**src/rtl/debug_sweeper.sv**
```systemverilog
// Debug hit generator for TDC calibration: emits hit pulses whose width sweeps
// 1..PERIOD-1 (or stays fixed) once per active period, with idle periods between.
module debug_sweeper #(
    parameter int unsigned PERIOD = 240,
    parameter int unsigned N_CH   = 4,
    parameter int unsigned STEP   = 1,
    parameter int unsigned GAP    = 1,
    parameter int unsigned SWEEPS = 3,
    localparam int unsigned WW    = $clog2(PERIOD + 1)
) (
    input  logic            clk,
    input  logic            rst,
    input  logic            start,
    input  logic            stop,
    input  logic            enabler,
    input  logic [1:0]      mode,
    input  logic [WW-1:0]   fixed_width,
    input  logic [N_CH-1:0] ch_mask,
    output logic [N_CH-1:0] hit,
    output logic [WW-1:0]   cur_width,
    output logic            busy,
    output logic            finished
);

    localparam int unsigned W_MAX = PERIOD - 1;
    localparam int unsigned PW    = $clog2(PERIOD);
    localparam int unsigned GW    = (GAP > 1) ? $clog2(GAP) : 1;
    localparam int unsigned SW    = $clog2(SWEEPS + 1);

    typedef enum logic [1:0] {StIdle, StRun, StDone} state_e;

    state_e          state_q;
    logic [PW-1:0]   phase_q;
    logic            act_q;
    logic [GW-1:0]   idle_q;
    logic [WW-1:0]   w_q;
    logic [SW-1:0]   sidx_q;
    logic            en_q;
    logic [1:0]      mode_q;
    logic [N_CH-1:0] hit_q;
    logic [WW-1:0]   cur_width_q;
    logic            busy_q;
    logic            finished_q;

    logic            is_fixed;
    logic [WW-1:0]   fixed_clamp;
    logic [WW-1:0]   width_sel;
    logic [N_CH-1:0] chan_gate;
    logic [N_CH-1:0] gate;
    logic            w_wrap;
    logic [WW-1:0]   w_step;
    logic            last_phase;
    logic            sweeps_done;

    always_comb begin
        is_fixed    = (mode_q == 2'b01);
        fixed_clamp = (32'(fixed_width) > W_MAX) ? WW'(W_MAX) : fixed_width;
        width_sel   = is_fixed ? fixed_clamp : w_q;
        chan_gate   = '1;
        // Rotate mode steers each whole sweep onto a single channel.
        if (mode_q == 2'b10) begin
            for (int unsigned i = 0; i < N_CH; i++) begin
                chan_gate[i] = ((32'(sidx_q) % N_CH) == i);
            end
        end
        gate        = ch_mask & chan_gate;
        w_wrap      = (32'(w_q) + STEP) > W_MAX;
        w_step      = w_q + WW'(STEP);
        last_phase  = (32'(phase_q) == PERIOD - 1);
        sweeps_done = !is_fixed && (32'(sidx_q) >= SWEEPS);
    end

    always_ff @(posedge clk or posedge rst) begin
        if (rst) begin
            state_q     <= StIdle;
            phase_q     <= '0;
            act_q       <= 1'b0;
            idle_q      <= '0;
            w_q         <= '0;
            sidx_q      <= '0;
            en_q        <= 1'b0;
            mode_q      <= 2'b00;
            hit_q       <= '0;
            cur_width_q <= '0;
            busy_q      <= 1'b0;
            finished_q  <= 1'b0;
        end else begin
            unique case (state_q)
                StIdle, StDone: begin
                    if (start && !stop) begin
                        state_q     <= StRun;
                        phase_q     <= '0;
                        act_q       <= 1'b1;
                        idle_q      <= '0;
                        w_q         <= WW'(1);
                        sidx_q      <= '0;
                        en_q        <= 1'b0;
                        mode_q      <= mode;
                        hit_q       <= '0;
                        cur_width_q <= WW'(1);
                        busy_q      <= 1'b1;
                        finished_q  <= 1'b0;
                    end
                end
                StRun: begin
                    if (stop) begin
                        state_q <= StIdle;
                        hit_q   <= '0;
                        busy_q  <= 1'b0;
                    end else if (act_q && phase_q == '0 && sweeps_done) begin
                        // Would-be next active period: the last idle period has ended.
                        state_q    <= StDone;
                        hit_q      <= '0;
                        busy_q     <= 1'b0;
                        finished_q <= 1'b1;
                    end else begin
                        if (!act_q) begin
                            hit_q <= '0;
                        end else if (phase_q == '0) begin
                            en_q        <= enabler;
                            cur_width_q <= width_sel;
                            hit_q       <= (enabler && width_sel != '0) ? gate : '0;
                        end else begin
                            hit_q <= (en_q && 32'(phase_q) < 32'(cur_width_q)) ? gate : '0;
                        end

                        if (last_phase) begin
                            phase_q <= '0;
                            if (act_q) begin
                                if (en_q && !is_fixed) begin
                                    w_q <= w_wrap ? WW'(1) : w_step;
                                    if (w_wrap) begin
                                        sidx_q <= sidx_q + SW'(1);
                                    end
                                end
                                if (GAP != 0) begin
                                    act_q  <= 1'b0;
                                    idle_q <= GW'(GAP - 1);
                                end
                            end else if (idle_q == '0) begin
                                act_q <= 1'b1;
                            end else begin
                                idle_q <= idle_q - GW'(1);
                            end
                        end else begin
                            phase_q <= phase_q + PW'(1);
                        end
                    end
                end
                default: state_q <= StIdle;
            endcase
        end
    end

    assign hit       = hit_q;
    assign cur_width = cur_width_q;
    assign busy      = busy_q;
    assign finished  = finished_q;

endmodule

```
**config.mk**
```make
export PLATFORM = sky130hd
export DESIGN_NAME = debug_sweeper
export DESIGN_NICKNAME = d
export VERILOG_FILES = /design/src/rtl/debug_sweeper.sv
export SDC_FILE = /design/constraint.sdc
export NUM_CORES = 1
export LEC_CHECK = 0
export BUFFER_PORTS_ARGS = -buffer_cell sky130_fd_sc_hd__buf_2
export CORE_MARGIN = 5
export CORE_UTILIZATION = 60
export CTS_CLUSTER_DIAMETER = 60
export DETAILED_ROUTE_END_ITERATION = 10
export GPL_ROUTABILITY_DRIVEN = 0
export HOLD_SLACK_MARGIN = 0.08
export PLACE_DENSITY = 0.83
export RECOVER_POWER = 25
export SYNTH_ARGS = -nofsm -noshare
export SYNTH_HDL_FRONTEND = slang
export SYNTH_SLANG_ARGS = --single-unit
export TNS_END_PERCENT = 100
```
**constraint.sdc**
```tcl
create_clock -name clk -period 5 [get_ports clk]
set_input_delay 0.5 -clock clk [delete_from_list [all_inputs] [get_ports clk]]
set_output_delay 0.5 -clock clk [all_outputs]
set_load 0.02 [all_outputs]
```
## Yosys cells after proc, flatten, opt, wreduce, memory -nomap -nowiden

Index checks and enable logic that the tools add are counted.

| cells by class | value |
|---|---|
| eq/ne operators | 18 |
| bitwise gates (word level) | 1 |
| $add $sub $neg | 5 |
| mux-type cells | 66 |
| $lt $le $gt $ge | 4 |
| reduce and logical (&&, ||, !) cells | 25 |

Operators with widths:

| kind | count |
|---|---|
| $mux W8 | 17 |
| $pmux W8 S2 | 3 |
| $logic_not A32 Y1 | 1 |
| $mux W4 | 8 |
| $mux W1 | 20 |
| $mux W2 | 10 |
| $ne A2 B2 Y1 const B | 9 |
| $add A8 B1 Y8 const B | 2 |
| $pmux W1 S2 | 5 |
| $add A8 B1 Y9 const B | 1 |
| $gt A9 B8 Y1 const B | 1 |
| $eq A2 B2 Y1 const B | 4 |
| $eq A8 B8 Y1 const B | 1 |
| $gt A8 B8 Y1 const B | 1 |
| $logic_not A8 Y1 | 1 |
| $lt A8 B8 Y1 | 1 |
| $pmux W2 S2 | 2 |
| $pmux W4 S2 | 1 |
| $reduce_and A4 Y1 | 2 |
| $reduce_and A8 Y1 | 1 |
| $reduce_bool A8 Y1 | 1 |
| $logic_and A1 B1 Y1 | 7 |
| $reduce_and A7 Y1 | 1 |
| $eq A2 B1 Y1 const B | 3 |
| 13 further kinds | 16 |

| storage, ports and cells | value |
|---|---|
| bits in registers | 39 |
| output and inout port bits | 14 |
| input port bits | 19 |

## Longest topological paths before layout

Gate-level depths: netlist of run 1.

| logic depth | value |
|---|---|
| depth after elaboration | 11 |
| mapped depth | 10 |
| gate-level depth less buffers | 9 |

## Least setup slack after synthesis of run 1

OpenSTA, ideal clock, no wires.

| path | value |
|---|---|
| path type | register -> register |
| start | register cur_width_q[5] (netlist: cur_width[5]) |
| end | register hit_q[1] (netlist: hit[1]) |
| data arrival time | 2.118 ns |
| buffers on the path | 0 |
| required time | 4.933 ns |
| path slack | 2.815 ns |
| library setup time | 0.067 ns |
| stages on the path, launching flop included | 9 |
| path through | dfrtp_1 inv_1 ha_1 a21o_1 a2111oi_0 o31a_1 o211ai_1 nor4b_2 a22o_1 |

| on the way | value |
|---|---|
| word-level cells in the longest chain between the ends | 8 |

RTL lines:

| element | line | RTL |
|---|---|---|
| start, declared | 41 | `logic [WW-1:0] cur_width_q;` |
| start signal, assigned | 121 | `cur_width_q <= width_sel;` |
| $lt A8 B8 Y1 | 124 | `hit_q <= (en_q && 32'(phase_q) < 32'(cur_width_q)) ? gate : '0;` |
| $logic_and A1 B1 Y1 | 124 |  |
| $mux W4 | 124 |  |
| $mux W4 | 119 | `end else if (phase_q == '0) begin` |
| $mux W4 | 117 | `if (!act_q) begin` |
| $mux W4 | 110 | `end else if (act_q && phase_q == '0 && sweeps_done) begin` |
| $mux W4 | 106 | `if (stop) begin` |
| $pmux W4 S2 | 88 | `unique case (state_q)` |
| end signal, assigned | 122 | `hit_q <= (enabler && width_sel != '0) ? gate : '0;` |
| end signal, assigned | 124 |  |
| end, declared | 40 | `logic [N_CH-1:0] hit_q;` |

Every way passes these cells.
A chain may end at the register's enable or synchronous reset.

## Final worst setup path of run 1

| path | value |
|---|---|
| start | register phase_q[0] |
| end | register cur_width_q[0] (netlist: cur_width[0]) |

| on the way | value |
|---|---|
| word-level cells in the longest chain between the ends | 5 |

RTL lines:

| element | line | RTL |
|---|---|---|
| start, declared | 33 | `logic [PW-1:0] phase_q;` |
| start signal, assigned | 146 | `phase_q <= phase_q + PW'(1);` |
| $logic_not A8 Y1 * | 110, 119 |  |
| $logic_and A1 B1 Y1 (2 in a row) | 110 |  |
| $ne A2 B2 Y1 (no source line) | n/a |  |
| $reduce_and A6 Y1 (no source line) * | n/a |  |

Every way passes the cells marked *; elsewhere a longest branch is shown, timed or not.

==> impl_metrics.json, run 1 <==
{
  "outcome": "complete, but fails checks",
  "violations": "capacitance limit, slew limit",
  "hold_violations": 0,
  "async_flop_share_pct": 100,
  "synth_cell_types": 54,
  "postCtsSetupRepairBufs": 0,
  "critPathMaxFanout": 15,
  "routed_wl_mm": 5.58,
  "clockRootBuffer": "clkbuf_8",
  "yosysWarnings": 0,
  "clock_path_buffers": 2,
  "crit_chain": "inv_1, ha_1, nor4b_2, and4b_1, o21a_1, nor3_2, a31oi_1",
  "cts_tree": "yes",
  "hold_start": "mode[0]",
  "hold_path_end": "mode_q[0]",
  "layout.area.seq_um2": 951,
  "ir_drop_v": 0.000177,
  "antenna_cells": 0,
  "viasPerCell": 6.11,
  "seq_area_frac_synth_pct": 38.7,
  "start_kind": "flip-flop",
  "synth_edf_count": 0,
  "hold_buffers": 0,
  "post-route-period-util_pct": 48.8,
  "reg2reg_to": "cur_width[0]",
  "min_path_type": "in -> reg",
  "relSlewSlack_pct": -33.6,
  "synth_fa_ha_area_share_pct": 7.64,
  "fin_nets": 333,
  "std_cell_rows": 23,
  "numPortBuffers": 32,
  "rsz0062_at_grt": "no",
  "numCtsBuffers": 5,
  "synth_cells": 271,
  "syn2layout_area_growth_pct": 10.9,
  "p_int_mw": 0.619,
  "die_h_um": 74.0,
  "hold_depth": 2,
  "grt_pass1_wl_mm": 9.39,
  "fmaxAchievable_mhz": 409,
  "coreArea_um2": 3970,
  "drive_above_1_share_pct": 19.0,
  "critPathMaxStageDelay_ns": 0.74,
  "pin_count": 33,
  "first_iter_violations": 171,
  "syn-mean-instance-area_um2": 9.06,
  "slew_violations": 39,
  "min_period_ns": 2.44,
  "wl_per_cell_um": 15.9,
  "setup_slack_ns": 2.56,
  "fillers": 319,
  "p_per_area_nw_per_um2": 354,
  "die_w_um": 74.0,
  "synth-seq-cells": 38,
  "setup_viol": 0,
  "synth_simple_gate_area_share_pct": 23.1,
  "worstPathRequired_ns": 5.13,
  "ys.flop_type": "dfrtp_1",
  "swShare_pct": 35.8,
  "synthXorXnorAreaFrac_pct": 1.07,
  "dp_hpwl_mm": 4.15,
  "gr-usage-all-layers_pct": 22.2,
  "p_sw_mw": 0.345,
  "r2r_slack_ns": 2.56,
  "vias": 2138,
  "multiInputGateArea_um2": 1360,
  "drc": 0,
  "power_leakage_nw": 1.21,
  "grt_overflow_total": 0,
  "r2r-start": "phase_q[0]",
  "synth-compound-area-share_pct": 20.3,
  "syn-num-nets": 305,
  "antenna_found_initial": 0,
  "pre_cts_ws_ns": 2.58,
  "synth_top_family_by_area": "simple AND/OR/NAND/NOR gates",
  "max_slew.worst_pin.slew_ns": 2.00,
  "fin_tns_setup_ns": 0,
  "cts_max_level": 2,
  "clkTransAtPathRegs_ns": 0.08,
  "clock_latency_ns": 0.29,
  "final_common_cell": "dfrtp_1",
  "syn-cell-area_um2": 2460,
  "power.share.sequential_pct": 44.0,
  "clock_power_share_pct": 26.4,
  "cts.sinks": 38,
  "worstSetupEndpointType": "flip-flop",
  "dieArea_um2": 5470,
  "grt_pass1_vias": 2027,
  "cts_resized": 0,
  "worstPathArrival_ns": 2.57,
  "initial_core_util_pct": 61.8,
  "reg2reg_depth": 7,
  "critPathKind": "reg -> reg",
  "comb_power_share_pct": 29.6,
  "drt_first_pass_iters": 4,
  "ant_nets": 0,
  "synthMuxAreaShare_pct": 3.36,
  "drv_cap": 1,
  "grt_max_degree": 39,
  "fin_worst_skew_ns": 0.00724,
  "cp_slowest_cell": "nor3_2",
  "final_cell_mix": "dfrtp_1, buf_2, nand2_1"
}
==> power by group through the flow <==
stage / clock, mW / combinational [mW] / sequential [mW]
floorplan: 0 / 0.229 / 0.414
global placement: 0 / 0.280 / 0.428
detailed placement: 0 / 0.285 / 0.428
CTS: 0.260 / 0.286 / 0.423
global route: 0.270 / 0.322 / 0.434
finish: 0.255 / 0.285 / 0.424
==> area by class of cell <==
class                      count  share of cell area (%)
clock inverter                 3                    1.47
sequential                    38                    34.9
multi-input combinational    202                    50.0
inverter                      18                    2.48
clock buffer                   5                    2.53
timing repair buffer          34                    6.30
tap                           50                    2.30
==> logic make-up (layout without fill, tap and decap cells) <==
group,after synthesis,in the layout
xor gates and xnor gates,3,3
AOI/OAI and AO/OA,73,73
buffers and inverters,31,60
muxes,8,8
DFF,38,38
and+or+nand+nor,103,103
adders and majority gates,15,15
==> worst max-delay path, delay by kind of cell (launching register included) <==
kind            cells  cell delay, ns
buf+inv             1            0.07
simple gates        3            1.16
compound gates      2            0.45
fa+ha+maj           1            0.18
flops               1            0.42
==> sequential cells by signal (all words and copies together), names as in the netlist, 2 cells and up <==
name / cells
phase_q: 8
hit: 4
cur_width: 8
state_q: 2
mode_q: 2
sidx_q: 2
w_q: 8
==> per-layer routing <==
layer	vias to the layer above	global-route usage (%)	part of all wire, %
li1	1043	-	-
met1	1020	28.9	45
met2	69	37.0	47
met3	6	5.54	6.5
met4	0	5.84	1.1
met5	-	0	0
==> how the worst max path moves through the flow <==
| stage | slack (ns) | cells after the start | endpoint | from |
|---|---|---|---|---|
| 4_1_cts | 2.57 | 7 | cur_width[0] | phase_q[0] |
| 5_1_grt | 2.39 | 3 | busy | rst |
| 3_5_place_dp | 2.58 | 7 | cur_width[0] | phase_q[0] |
| 6_report | 2.56 | 7 | cur_width[0] | phase_q[0] |
| 2_1_floorplan | 2.81 | 8 | hit[1] | cur_width[5] |
| 3_3_place_gp | 2.72 | 7 | cur_width[3] | phase_q[0] |
==> cell usage after synthesis, drive strengths merged, types with 6 or more instances <==
cell type  instances  area (µm²)
o21ai             21         105
o21a               6        45.0
ha                15         188
nand2             30         120
nand4              6        37.5
inv               18        67.6
nor4               6        37.5
a21oi             10        53.8
nor2              13        48.8
nand2b             7        43.8
nand3             10        55.1
buf                8        57.6
nor3              11        60.1
a22o               7        63.8
mux2i              6        60.1
dfrtp             38         951
==> metrics by stage <==
stage               instance area, µm²  utilization [%]  total power, mW  instances  hold WS [ns]
floorplan                         2460                -            0.643        271         0.510
global placement                  2620             65.9            0.707        342         0.495
detailed placement                2620             65.9            0.713        342         0.490
CTS                               2730             68.7            0.969        350         0.319
global route                      2720             68.6             1.03        350         0.461
finish                            2720             68.6            0.964        350         0.459
Note: power is estimated with default switching activity, not from simulation.
==> inputs of run 2 (changes only) <==
--- a/config.mk
+++ b/config.mk
@@ -7,12 +7,12 @@
 export LEC_CHECK = 0
 export BUFFER_PORTS_ARGS = -buffer_cell sky130_fd_sc_hd__buf_2
 export CORE_MARGIN = 5
-export CORE_UTILIZATION = 60
+export CORE_UTILIZATION = 58
 export CTS_CLUSTER_DIAMETER = 60
 export DETAILED_ROUTE_END_ITERATION = 10
 export GPL_ROUTABILITY_DRIVEN = 0
 export HOLD_SLACK_MARGIN = 0.08
-export PLACE_DENSITY = 0.83
+export PLACE_DENSITY = 0.8
 export RECOVER_POWER = 25
 export SYNTH_ARGS = -nofsm -noshare
 export SYNTH_HDL_FRONTEND = slang
==> constraint.sdc (replaced) <==
create_clock -name clk -period 2.5 [get_ports clk]
set_input_delay 0.25 -clock clk [delete_from_list [all_inputs] [get_ports clk]]
set_output_delay 0.25 -clock clk [all_outputs]
set_load 0.02 [all_outputs]
==> impl_metrics.json, run 2 (same netlist as run 1, synthesis figures left out) <==
{
  "outcome": "finished, final reports clean",
  "viasPerCell": 5.99,
  "r2r-start": "phase_q[5]",
  "clkTransAtPathRegs_ns": 0.08,
  "drt_first_pass_iters": 5,
  "critPathKind": "reg -> reg",
  "fin_nets": 343,
  "final_common_cell": "dfrtp_1",
  "critPathMaxStageDelay_ns": 0.44,
  "std_cell_rows": 23,
  "dieArea_um2": 5640,
  "first_iter_violations": 238,
  "drive_above_1_share_pct": 23.2,
  "routed_wl_mm": 5.73,
  "grt_max_degree": 39,
  "clock_path_buffers": 2,
  "slew_violations": 0,
  "multiInputGateArea_um2": 1370,
  "critPathMaxFanout": 4,
  "final_cell_mix": "dfrtp_1, buf_2, nand2_1",
  "numCtsBuffers": 5,
  "grt_overflow_total": 0,
  "ir_drop_v": 0.000550,
  "clock_latency_ns": 0.30,
  "min_period_ns": 2.37,
  "fin_worst_skew_ns": 0.0106,
  "die_h_um": 75.1,
  "die_w_um": 75.1,
  "hold_violations": 0,
  "drc": 0,
  "power.share.sequential_pct": 41.7,
  "numPortBuffers": 32,
  "p_sw_mw": 0.705,
  "coreArea_um2": 4060,
  "fin_tns_setup_ns": 0,
  "worstSetupEndpointType": "flip-flop",
  "swShare_pct": 35.6,
  "relSlewSlack_pct": 61.7,
  "final_util_pct": 69.7,
  "reg2reg_depth": 7,
  "start_kind": "flip-flop",
  "cts.sinks": 38,
  "reg2reg_to": "hit[2]",
  "post-route-period-util_pct": 94.6,
  "worstPathRequired_ns": 2.73,
  "r2r_slack_ns": 0.13,
  "hold_buffers": 0,
  "pin_count": 33,
  "fillers": 326,
  "drv_cap": 0,
  "p_int_mw": 1.27,
  "min_path_type": "in -> async",
  "max_slew.worst_pin.slew_ns": 0.573,
  "ant_nets": 0,
  "crit_chain": "ha_1, a21o_1, a2111oi_1, o31a_1, o211ai_1, nor4b_2, a22o_1",
  "wl_per_cell_um": 15.9,
  "cts_max_level": 2,
  "setup_viol": 0,
  "clockRootBuffer": "clkbuf_8",
  "critical-path-top-delay-family": "compound AO/OA/AOI/OAI gates",
  "vias": 2156,
  "rsz0062_at_grt": "no",
  "comb_power_share_pct": 32.4,
  "finalPower_mw": 1.98,
  "fmaxAchievable_mhz": 423,
  "worstPathArrival_ns": 2.60,
  "antenna_found_initial": 0,
  "crit_buf_inv": 0,
  "grt_pass1_wl_mm": 9.80,
  "p_per_area_nw_per_um2": 700,
  "layout.area.seq_um2": 955,
  "grt_pass1_vias": 2021,
  "cp_slowest_cell": "nor4b_2",
  "power_leakage_nw": 1.26,
  "gr-usage-all-layers_pct": 22.8,
  "initial_core_util_pct": 60.5,
  "antenna_cells": 0,
  "dp_hpwl_mm": 4.35,
  "cts_tree": "yes",
  "syn2layout_area_growth_pct": 15.1,
  "clock_power_share_pct": 25.9
}
## run 2: worst min-delay path, stage by stage
cell and delay [ns]:
buf_2 0.09, inv_1 0.05, buf_4 0.40
## run 2: area by class of cell
type,count,share of cell area (%)
multi-input combinational,202,48.5
sequential,38,33.8
timing repair buffer,44,9.30
clock buffer,5,2.43
inverter,18,2.39
tap,50,2.21
clock inverter,3,1.42
## run 2: per-layer routing
layer | up-vias | track usage (%) | wire length [µm]
met5 | - | 0 | 0
met4 | 0 | 7.31 | 84
met3 | 10 | 3.47 | 281
met2 | 54 | 35.8 | 2670
met1 | 1021 | 32.4 | 2700
li1 | 1071 | - | -
## run 2: stage by stage
| stage | std cells | hold slack [ns] | cell area, µm² | worst slack [ns] |
|---|---|---|---|---|
| after floorplan | 271 | 0.389 | 2460 | 0.315 |
| after global placement | 351 | 0.384 | 2690 | 0.102 |
| after detailed placement | 351 | 0.397 | 2690 | 0.0928 |
| after CTS | 359 | 0.0866 | 2790 | 0.0742 |
| after global routing | 360 | 0.120 | 2830 | 0.0265 |
| final | 360 | 0.0611 | 2830 | 0.134 |
## run 2: power groups by stage
| stage | Clock [mW] | Sequential, mW | Combinational [mW] |
|---|---|---|---|
| 6_report | 0.512 | 0.825 | 0.641 |
| 5_1_grt | 0.547 | 0.841 | 0.723 |
| 4_1_cts | 0.519 | 0.821 | 0.637 |
| 3_5_place_dp | 0 | 0.833 | 0.633 |
| 3_3_place_gp | 0 | 0.830 | 0.620 |
| 2_1_floorplan | 0 | 0.828 | 0.457 |
## run 2: how the worst max path moves through the flow
stage	cells after the start	startpoint	end	slack, ns
5_1_grt	7	phase_q[5]	hit[1]	0.03
2_1_floorplan	8	cur_width[5]	hit[1]	0.31
3_3_place_gp	7	phase_q[5]	hit[1]	0.10
6_report	7	phase_q[5]	hit[2]	0.13
4_1_cts	7	phase_q[5]	hit[2]	0.07
3_5_place_dp	7	phase_q[5]	hit[2]	0.09
## run 2: timing repair
action	in CTS	in global routing
setup buffers	0	1
endpoints found under the setup margin	0	13
resized for setup	0	6
==> inputs of run 3 (changes only) <==
--- a/config.mk
+++ b/config.mk
@@ -7,12 +7,12 @@
 export LEC_CHECK = 0
 export BUFFER_PORTS_ARGS = -buffer_cell sky130_fd_sc_hd__buf_2
 export CORE_MARGIN = 5
-export CORE_UTILIZATION = 58
+export CORE_UTILIZATION = 52
 export CTS_CLUSTER_DIAMETER = 60
 export DETAILED_ROUTE_END_ITERATION = 10
 export GPL_ROUTABILITY_DRIVEN = 0
-export HOLD_SLACK_MARGIN = 0.08
-export PLACE_DENSITY = 0.8
+export HOLD_SLACK_MARGIN = 0.15
+export PLACE_DENSITY = 0.76
 export RECOVER_POWER = 25
 export SYNTH_ARGS = -nofsm -noshare
 export SYNTH_HDL_FRONTEND = slang
==> constraint.sdc (replaced) <==
create_clock -name clk -period 1.99 [get_ports clk]
set_input_delay 0.199 -clock clk [delete_from_list [all_inputs] [get_ports clk]]
set_output_delay 0.199 -clock clk [all_outputs]
set_load 0.02 [all_outputs]
==> impl_metrics.json, run 3 (same netlist as run 1, synthesis figures left out) <==
{
  "p_per_area_nw_per_um2": 828,
  "relSlewSlack_pct": 35.8,
  "ir_drop_v": 0.000627,
  "cp_slowest_cell": "dfrtp_2",
  "critPathMaxStageDelay_ns": 0.41,
  "routed_wl_mm": 6.88,
  "syn2layout_area_growth_pct": 36.8,
  "max_slew.worst_pin.slew_ns": 0.963,
  "rsz0062_at_grt": "yes",
  "r2r-start": "cur_width[5]",
  "drive_above_1_share_pct": 39.9,
  "std_cell_rows": 25,
  "antenna_found_initial": 0,
  "critPathKind": "reg -> reg",
  "dp_hpwl_mm": 4.84,
  "setup_viol": 6,
  "post-route-period-util_pct": 105,
  "numPortBuffers": 32,
  "violations": "setup timing",
  "cts_max_level": 2,
  "fin_worst_skew_ns": 0.0155,
  "p_sw_mw": 1.03,
  "initial_core_util_pct": 52.7,
  "clock_path_buffers": 2,
  "p_int_mw": 1.75,
  "outcome": "complete, but fails checks",
  "viasPerCell": 5.84,
  "worstSetupEndpointType": "flip-flop",
  "setup_slack_ns": -0.0901,
  "hold_violations": 0,
  "drv_cap": 0,
  "die_h_um": 78.7,
  "fmaxAchievable_mhz": 481,
  "clock_latency_ns": 0.30,
  "crit_chain": "inv_2, ha_4, a21o_1, a2111oi_4, o31a_1, o211ai_1, nor4b_2, a22o_1",
  "dieArea_um2": 6200,
  "power.share.sequential_pct": 36.4,
  "finalPower_mw": 2.78,
  "pre_cts_ws_ns": -0.238,
  "r2r_slack_ns": -0.09,
  "startpoint": "cur_width[5]",
  "critical-path-top-delay-family": "compound AO/OA/AOI/OAI gates",
  "min_period_ns": 2.08,
  "hold_start": "mode[0]",
  "min_path_type": "in -> reg",
  "crit_buf_inv": 1,
  "grt_pass1_vias": 2303,
  "clock_power_share_pct": 20.3,
  "reg2reg_depth": 8,
  "critPathMaxFanout": 4,
  "reg2reg_to": "hit[3]",
  "worstPathArrival_ns": 2.31,
  "ant_nets": 0,
  "drc": 0,
  "first_iter_violations": 217,
  "grt_overflow_total": 0,
  "vias": 2366,
  "fin_tns_setup_ns": -0.424,
  "whs_ns": 0.158,
  "hold_path_end": "mode_q[0]",
  "hold_depth": 2,
  "clkTransAtPathRegs_ns": 0.08,
  "final_util_pct": 72.1,
  "clockRootBuffer": "clkbuf_8",
  "cts.sinks": 38,
  "comb_power_share_pct": 43.3,
  "wl_per_cell_um": 17.0,
  "numCtsBuffers": 5,
  "final_common_cell": "buf_4",
  "final_cell_mix": "buf_4, dfrtp_1, buf_2",
  "grt_pass1_wl_mm": 10.8,
  "grt_max_degree": 39,
  "drt_first_pass_iters": 5,
  "worstPathRequired_ns": 2.22,
  "antenna_cells": 0,
  "power_leakage_nw": 1.52,
  "die_w_um": 78.7,
  "slew_violations": 0,
  "fin_nets": 384,
  "gr-usage-all-layers_pct": 22.0,
  "pin_count": 33,
  "start_kind": "flip-flop",
  "swShare_pct": 37.0,
  "coreArea_um2": 4660,
  "cts_tree": "yes"
}
==> run 3: worst max-delay path by stage <==
stage	cells past startpoint	slack (ns)	endpoint
2_1_floorplan	7	-0.06	hit[0]
3_3_place_gp	7	-0.09	hit[2]
3_5_place_dp	6	-0.24	hit[2]
4_1_cts	8	-0.07	hit[2]
5_1_grt	6	-0.17	hit[3]
6_report	8	-0.09	hit[3]
==> run 3: cell type report <==
cell class              count  area, µm²
multi-input cells         202       1590
clock buffers               6       82.6
fillers                   340       1300
repair buffers             85        581
well taps                  54       67.6
flip-flops and latches     38        956
inverters                  18       70.1
clock inverters             2       12.5
==> run 3: metal layers <==
metal	routed length, µm	up-vias	share of wire (%)	global-route usage, %
li1	-	1150	-	-
met2	3400	70	50	36.2
met5	0	-	0	0
met1	3080	1134	45	28.9
met4	95	0	1.4	6.99
met3	291	12	4.2	4.65
==> run 3: repair_timing <==
item | 4_1_cts | 5_1_grt
pin swaps | 4 | 18
gates cloned | 0 | 0
gates resized for setup | 12 | 35
buffers inserted | 0 | 6
setup endpoints to repair | 16 | 22
hold buffers | 2 | 0
endpoints found under the hold margin | 39 | 0
==> run 3: power groups by stage <==
stage	logic (mW)	clock network, mW	registers [mW]
after floorplan	0.598	0	1.04
after global placement	0.989	0	1.01
after detailed placement	1.02	0	1.02
after CTS	1.07	0.568	1.00
after global routing	1.32	0.608	1.03
final	1.21	0.564	1.01
==> run 3: per-stage QoR <==
stage               cell area [µm²]  std cells
floorplan                      2500        271
detailed placement             2990        389
global route                   3360        405
finish                         3360        405
global placement               2990        389
CTS                            3160        399
